File: src/rtl/fpu_stim_driver.sv
// fpu_stim_driver: self-test stimulus source and response compactor for the FPU wrapper.
// It issues a fixed, reset-defined pseudo-random request sequence over valid/ready.
// It folds the returned results into a MISR signature. Good and faulty machines
// therefore see the same stimulus and differ only in signature_o.
module fpu_stim_driver #(
    parameter int unsigned      WIDTH           = 32,
    parameter int unsigned      OP_WIDTH        = 4,
    parameter int unsigned      NUM_PATTERNS    = 256,
    parameter int unsigned      MAX_OUTSTANDING = 4,
    parameter logic [WIDTH-1:0] SEED            = WIDTH'(32'h0000_0001),
    parameter logic [WIDTH-1:0] LFSR_POLY       = WIDTH'(32'h8020_0003),
    parameter logic [WIDTH-1:0] MISR_POLY       = WIDTH'(32'h04C1_1DB7)
) (
    input  logic                clk_i,
    input  logic                rst_i,
    input  logic                start_i,
    output logic                req_valid_o,
    input  logic                req_ready_i,
    output logic [WIDTH-1:0]    op_a_o,
    output logic [WIDTH-1:0]    op_b_o,
    output logic [WIDTH-1:0]    op_c_o,
    output logic [OP_WIDTH-1:0] op_o,
    input  logic                resp_valid_i,
    input  logic [WIDTH-1:0]    resp_result_i,
    output logic                busy_o,
    output logic                done_o,
    output logic [15:0]         issued_o,
    output logic [WIDTH-1:0]    signature_o
);

    // Counter wide enough to hold MAX_OUTSTANDING itself
    localparam int unsigned OUT_W = (MAX_OUTSTANDING < 1) ? 1 : $clog2(MAX_OUTSTANDING + 1);
    localparam int unsigned HALF  = WIDTH / 2;

    typedef enum logic [1:0] {
        S_IDLE  = 2'd0,
        S_ISSUE = 2'd1,
        S_DRAIN = 2'd2,
        S_DONE  = 2'd3
    } state_t;

    state_t             r_state;
    logic [WIDTH-1:0]   r_lfsr;
    logic [WIDTH-1:0]   r_sig;
    logic [15:0]        r_issued;
    logic [OUT_W-1:0]   r_outstanding;

    logic               w_req_valid;
    logic               w_xfer;
    logic               w_resp;
    logic [OUT_W-1:0]   w_out_next;
    logic [15:0]        w_issued_inc;

    // Galois LFSR advance: shift right, fold in the polynomial when bit 0 falls out
    function automatic logic [WIDTH-1:0] lfsr_step(input logic [WIDTH-1:0] cur);
        lfsr_step = (cur >> 1) ^ (cur[0] ? LFSR_POLY : '0);
    endfunction

    // MISR compaction: shift left with polynomial feedback, then xor in the result
    function automatic logic [WIDTH-1:0] misr_step(input logic [WIDTH-1:0] cur,
                                                   input logic [WIDTH-1:0] data);
        misr_step = {cur[WIDTH-2:0], 1'b0} ^ (cur[WIDTH-1] ? MISR_POLY : '0) ^ data;
    endfunction

    // Handshake qualifiers and next-value helpers shared by the state update
    always_comb begin
        w_req_valid  = (r_state == S_ISSUE) && (r_outstanding < OUT_W'(MAX_OUTSTANDING));
        w_xfer       = w_req_valid & req_ready_i;
        // A response with nothing in flight is stray (e.g. left over from before reset)
        w_resp       = resp_valid_i & (r_outstanding != '0);
        w_out_next   = r_outstanding;
        case ({w_xfer, w_resp})
            2'b10:   w_out_next = r_outstanding + OUT_W'(1);
            2'b01:   w_out_next = r_outstanding - OUT_W'(1);
            default: w_out_next = r_outstanding;
        endcase
        w_issued_inc = (r_issued == 16'hFFFF) ? r_issued : r_issued + 16'd1;
    end

    // Run-control FSM with the LFSR, MISR and counters it owns
    always_ff @(posedge clk_i or posedge rst_i) begin
        if (rst_i) begin
            r_state       <= S_IDLE;
            r_lfsr        <= SEED;
            r_sig         <= '0;
            r_issued      <= 16'd0;
            r_outstanding <= '0;
        end else begin
            if (w_xfer) begin
                r_lfsr   <= lfsr_step(r_lfsr);
                r_issued <= w_issued_inc;
            end
            if (w_resp) begin
                r_sig <= misr_step(r_sig, resp_result_i);
            end
            r_outstanding <= w_out_next;

            case (r_state)
                S_IDLE, S_DONE: begin
                    // Every run restarts from the same seed so the stimulus is repeatable
                    if (start_i) begin
                        r_state  <= S_ISSUE;
                        r_lfsr   <= SEED;
                        r_sig    <= '0;
                        r_issued <= 16'd0;
                    end
                end
                S_ISSUE: begin
                    if (w_xfer && (w_issued_inc == 16'(NUM_PATTERNS))) begin
                        r_state <= S_DRAIN;
                    end
                end
                S_DRAIN: begin
                    if (w_out_next == '0) begin
                        r_state <= S_DONE;
                    end
                end
                default: r_state <= S_IDLE;
            endcase
        end
    end

    // Outputs decode directly from registered state so they follow an async reset at once
    always_comb begin
        req_valid_o = w_req_valid;
        op_a_o      = r_lfsr;
        op_b_o      = {r_lfsr[HALF-1:0], r_lfsr[WIDTH-1:HALF]};
        op_c_o      = ~r_lfsr;
        op_o        = r_lfsr[OP_WIDTH-1:0];
        busy_o      = (r_state == S_ISSUE) || (r_state == S_DRAIN);
        done_o      = (r_state == S_DONE);
        issued_o    = r_issued;
        signature_o = r_sig;
    end

endmodule

File: config.mk
export PLATFORM = sky130hd
export DESIGN_NAME = fpu_stim_driver
export DESIGN_NICKNAME = d
export VERILOG_FILES = /design/src/rtl/fpu_stim_driver.sv
export SDC_FILE = /design/constraint.sdc
export NUM_CORES = 1
export LEC_CHECK = 0
export ABC_AREA = 1
export BUFFER_PORTS_ARGS = -buffer_cell sky130_fd_sc_hd__clkbuf_2
export CORE_MARGIN = 2
export CORE_UTILIZATION = 49
export CTS_BUF_LIST = sky130_fd_sc_hd__clkbuf_16
export DETAILED_ROUTE_END_ITERATION = 10
export PLACE_DENSITY = 0.89
export SYNTH_ARGS = -nofsm -noshare
export SYNTH_HDL_FRONTEND = slang
export SYNTH_SLANG_ARGS = --single-unit
File: constraint.sdc
create_clock -name clk_i -period 3.47 [get_ports clk_i]
set_input_delay 0.1735 -clock clk_i [delete_from_list [all_inputs] [get_ports clk_i]]
set_output_delay 0.1735 -clock clk_i [all_outputs]
set_load 0.02 [all_outputs]
==> results.tsv <==
metric	value	unit
initial drt markers	168	
max-slew violations	0	
vias in the first global route	3886	
Routed WL per cell	13.3	um
io pins	188	
Max Cap Viol	0	
Least-Margin Pin Slew	0.786	ns
most frequent cells in the layout	187 x clkbuf_2, 84 x dfrtp_1, 79 x inv_1, 77 x o21ai_0, 69 x nand2_1	
Logic pwr share	0.532	
Gate Count Post-Synth	587	
number of detailed-route iterations in the first pass	4	
sequential power share	0.320	
clock-pin slew on the worst setup and hold paths	0.06	ns
P&R area growth vs syn	22.5	%
layout net count	774	
power per cell area	1020	nW/um2
number of buffers inserted during clock tree synthesis	9	
Synth Area in Compound Gates	0.175	
post-place instance area	5590	um2
Post-synth EDFFs	0	
relative slew slack	0.476	
CP required	3.68	ns
Int Pwr	0.00301	W
Pleak	3.08	nW
run status	complete, no violations	
placed wire-length estimate	8370	um
mux share of post-synthesis cell area	0	
register area	2130	um2
skew final	0.00724	ns
most common cell after layout, fill and taps aside	clkbuf_2	
clock root cell	clkbuf_16	
clk_lat worst skew	0.33	ns
CP endpoint kind	register	
Worst path max stage delay	0.48	ns
YS warnings	0	
gp weighted congestion	0.887	
vias	4310	
Yosys reg bits	85	
CP max-delay cell	fa_1	
Post-Syn Area	4800	um2
initial antenna violation count	0	
post-synthesis sequential area ratio	0.444	
Sw Share	0.496	
slack of the critical path	0.812	ns
Via density	4.96	
clock sink count	85	
die extent in x	103	um
deepest clock path buffer count	2	
Hold WC Path Type	input port to register	
syn avg cell area	8.17	um2
Reg2Reg Depth	15	
Final period util	0.766	
FP Rows	36	
gr usage total	0.221	
GRT overflow	0	
IO buf count	187	
final setup fails	0	
Post-Synth Simple-Gate Area	0.148	
main flop type after synthesis	dfrtp_1	
Cell variety after synth	32	
Multi-input gate area	1990	um2
n_diodes	0	
largest family of logic cells by synthesized area	compound AO/OA/AOI/OAI gates	
TritonCTS clock tree	done	
clock power share	0.148	
Post-Layout Cell Count	869	
worst hold path depth	3	
Core Footprint	9640	um2
H-tree levels	3	
total wire length	11500	um
dpl ws	0.831	ns
Adder-Cell Fraction of Synth Area	0.0172	
crit start category	register	
Fmax	0.376	GHz
Worst VDD drop	514	uV
ratio of cells with drive above 1 in the final layout	0.334	
syn nets	630	
Crit path arrival time	2.87	ns
final hold violation count	0	
Die ar.	10600	um2
Final Cell Area	5870	um2
crit-path max FO	4	
first-pass GRT wire length	18600	um
Async SR Flop Fraction	1.00	
initial core utilization	0.498	
total instance count after detailed placement	852	
sw power	0.00296	W
xor/xnor share of the synthesized area	0.0712	
post-route ant nets	0	
largest net degree at the start of global routing	65	
RSZ-0062 raised after global routing	false	
path type of the worst setup path	register to register	
worst path cell trace	inv_1 -> ha_1 -> inv_1 -> nor2_1 -> nand2_1 -> ha_1 -> inv_1 -> fa_1 -> o21ai_0 -> or2_2 -> o21ai_0 -> o21a_1 -> nand2_2 -> nand2_1 -> nand2_1	
FILL cells	887	
post-route minimum period	2.66	ns
Die Y	103	um
DRC	0	
setup TNS	0	ns
-- cell usage after synthesis (all sizes together) (15+ instances only) --
cell / instances / area (um2)
a21oi: 55 / 275
a31oi: 16 / 100
buf: 44 / 318
clkbuf: 19 / 71.3
dfrtp: 84 / 2100
inv: 81 / 304
nand2: 76 / 300
nand3: 17 / 90.1
nor2: 37 / 171
o21ai: 78 / 390
or2: 15 / 93.8
xnor2: 21 / 184
xor2: 18 / 158
-- metal layers --
layer	vias to the layer above	share of wire	track usage
li1	2149	-	-
met1	2003	0.42	0.285
met2	152	0.51	0.377
met3	6	0.069	0.0590
met4	0	0.0041	0.0445
met5	-	0	0
-- power by group through the flow --
stage	clock network [W]	registers, W	logic, W
3_5_place_dp	0	0.00191	0.00320
5_1_grt	0.000950	0.00198	0.00358
4_1_cts	0.000907	0.00191	0.00320
6_report	0.000884	0.00191	0.00318
3_3_place_gp	0	0.00190	0.00310
2_1_floorplan	0	0.00222	0.00202
-- worst paths after layout --
path / slack (ns) / endpoint / from
worst min-delay path: 0.09 / signature_o[23] / resp_result_i[23]
min in group asynchronous: 0.52 / op_a_o[14] / rst_i
worst max register to register: 0.81 / r_state[1] / r_state[1]
worst max-delay path: 0.81 / r_state[1] / r_state[1]
max in group asynchronous: 2.56 / op_a_o[0] / rst_i
worst min register to register: 0.51 / r_outstanding[0] / r_outstanding[0]
-- per-stage QoR --
stage	utilization	hold slack (ns)	power, W
floorplan	-	0.330	0.00423
global placement	0.580	0.327	0.00500
detailed placement	0.580	0.331	0.00511
CTS	0.609	0.0815	0.00602
global route	0.609	0.0997	0.00651
finish	0.609	0.0932	0.00597
-- flip-flops by register name (all words and copies together), names as in the netlist --
signal	cells
issued_o	16
op_a_o	32
r_outstanding	3
r_state	2
signature_o	32
-- layout make-up --
class	instances	share of cell area
tap	133	0.0283
timing repair buffer	196	0.171
inverter	81	0.0520
multi-input combinational	358	0.339
clock inverter	7	0.00852
sequential	85	0.362
clock buffer	9	0.0383
-- cell families (layout without fill, tap and decap cells) --
kind of cell	count (synthesis)	count (layout)
simple gates	154	154
flops	85	85
xor+xnor	39	39
buf+inv	144	293
fa+ha+maj	6	6
compound gates	159	159
-- worst max-delay path, delay by kind of cell, from the launching register on --
| family | cells | cell delay [ns] |
|---|---|---|
| simple gates | 6 | 0.63 |
| compound gates | 3 | 0.45 |
| fa+ha+maj | 3 | 0.84 |
| flops | 1 | 0.41 |
| buf+inv | 3 | 0.21 |
-- what timing repair did --
item / in CTS / in global routing
resized for setup: 0 / 0
setup buffers: 0 / 0
endpoints found under the hold margin: 84 / 0
hold buffers: 1 / 0
Power figures use the tool's default switching activity.
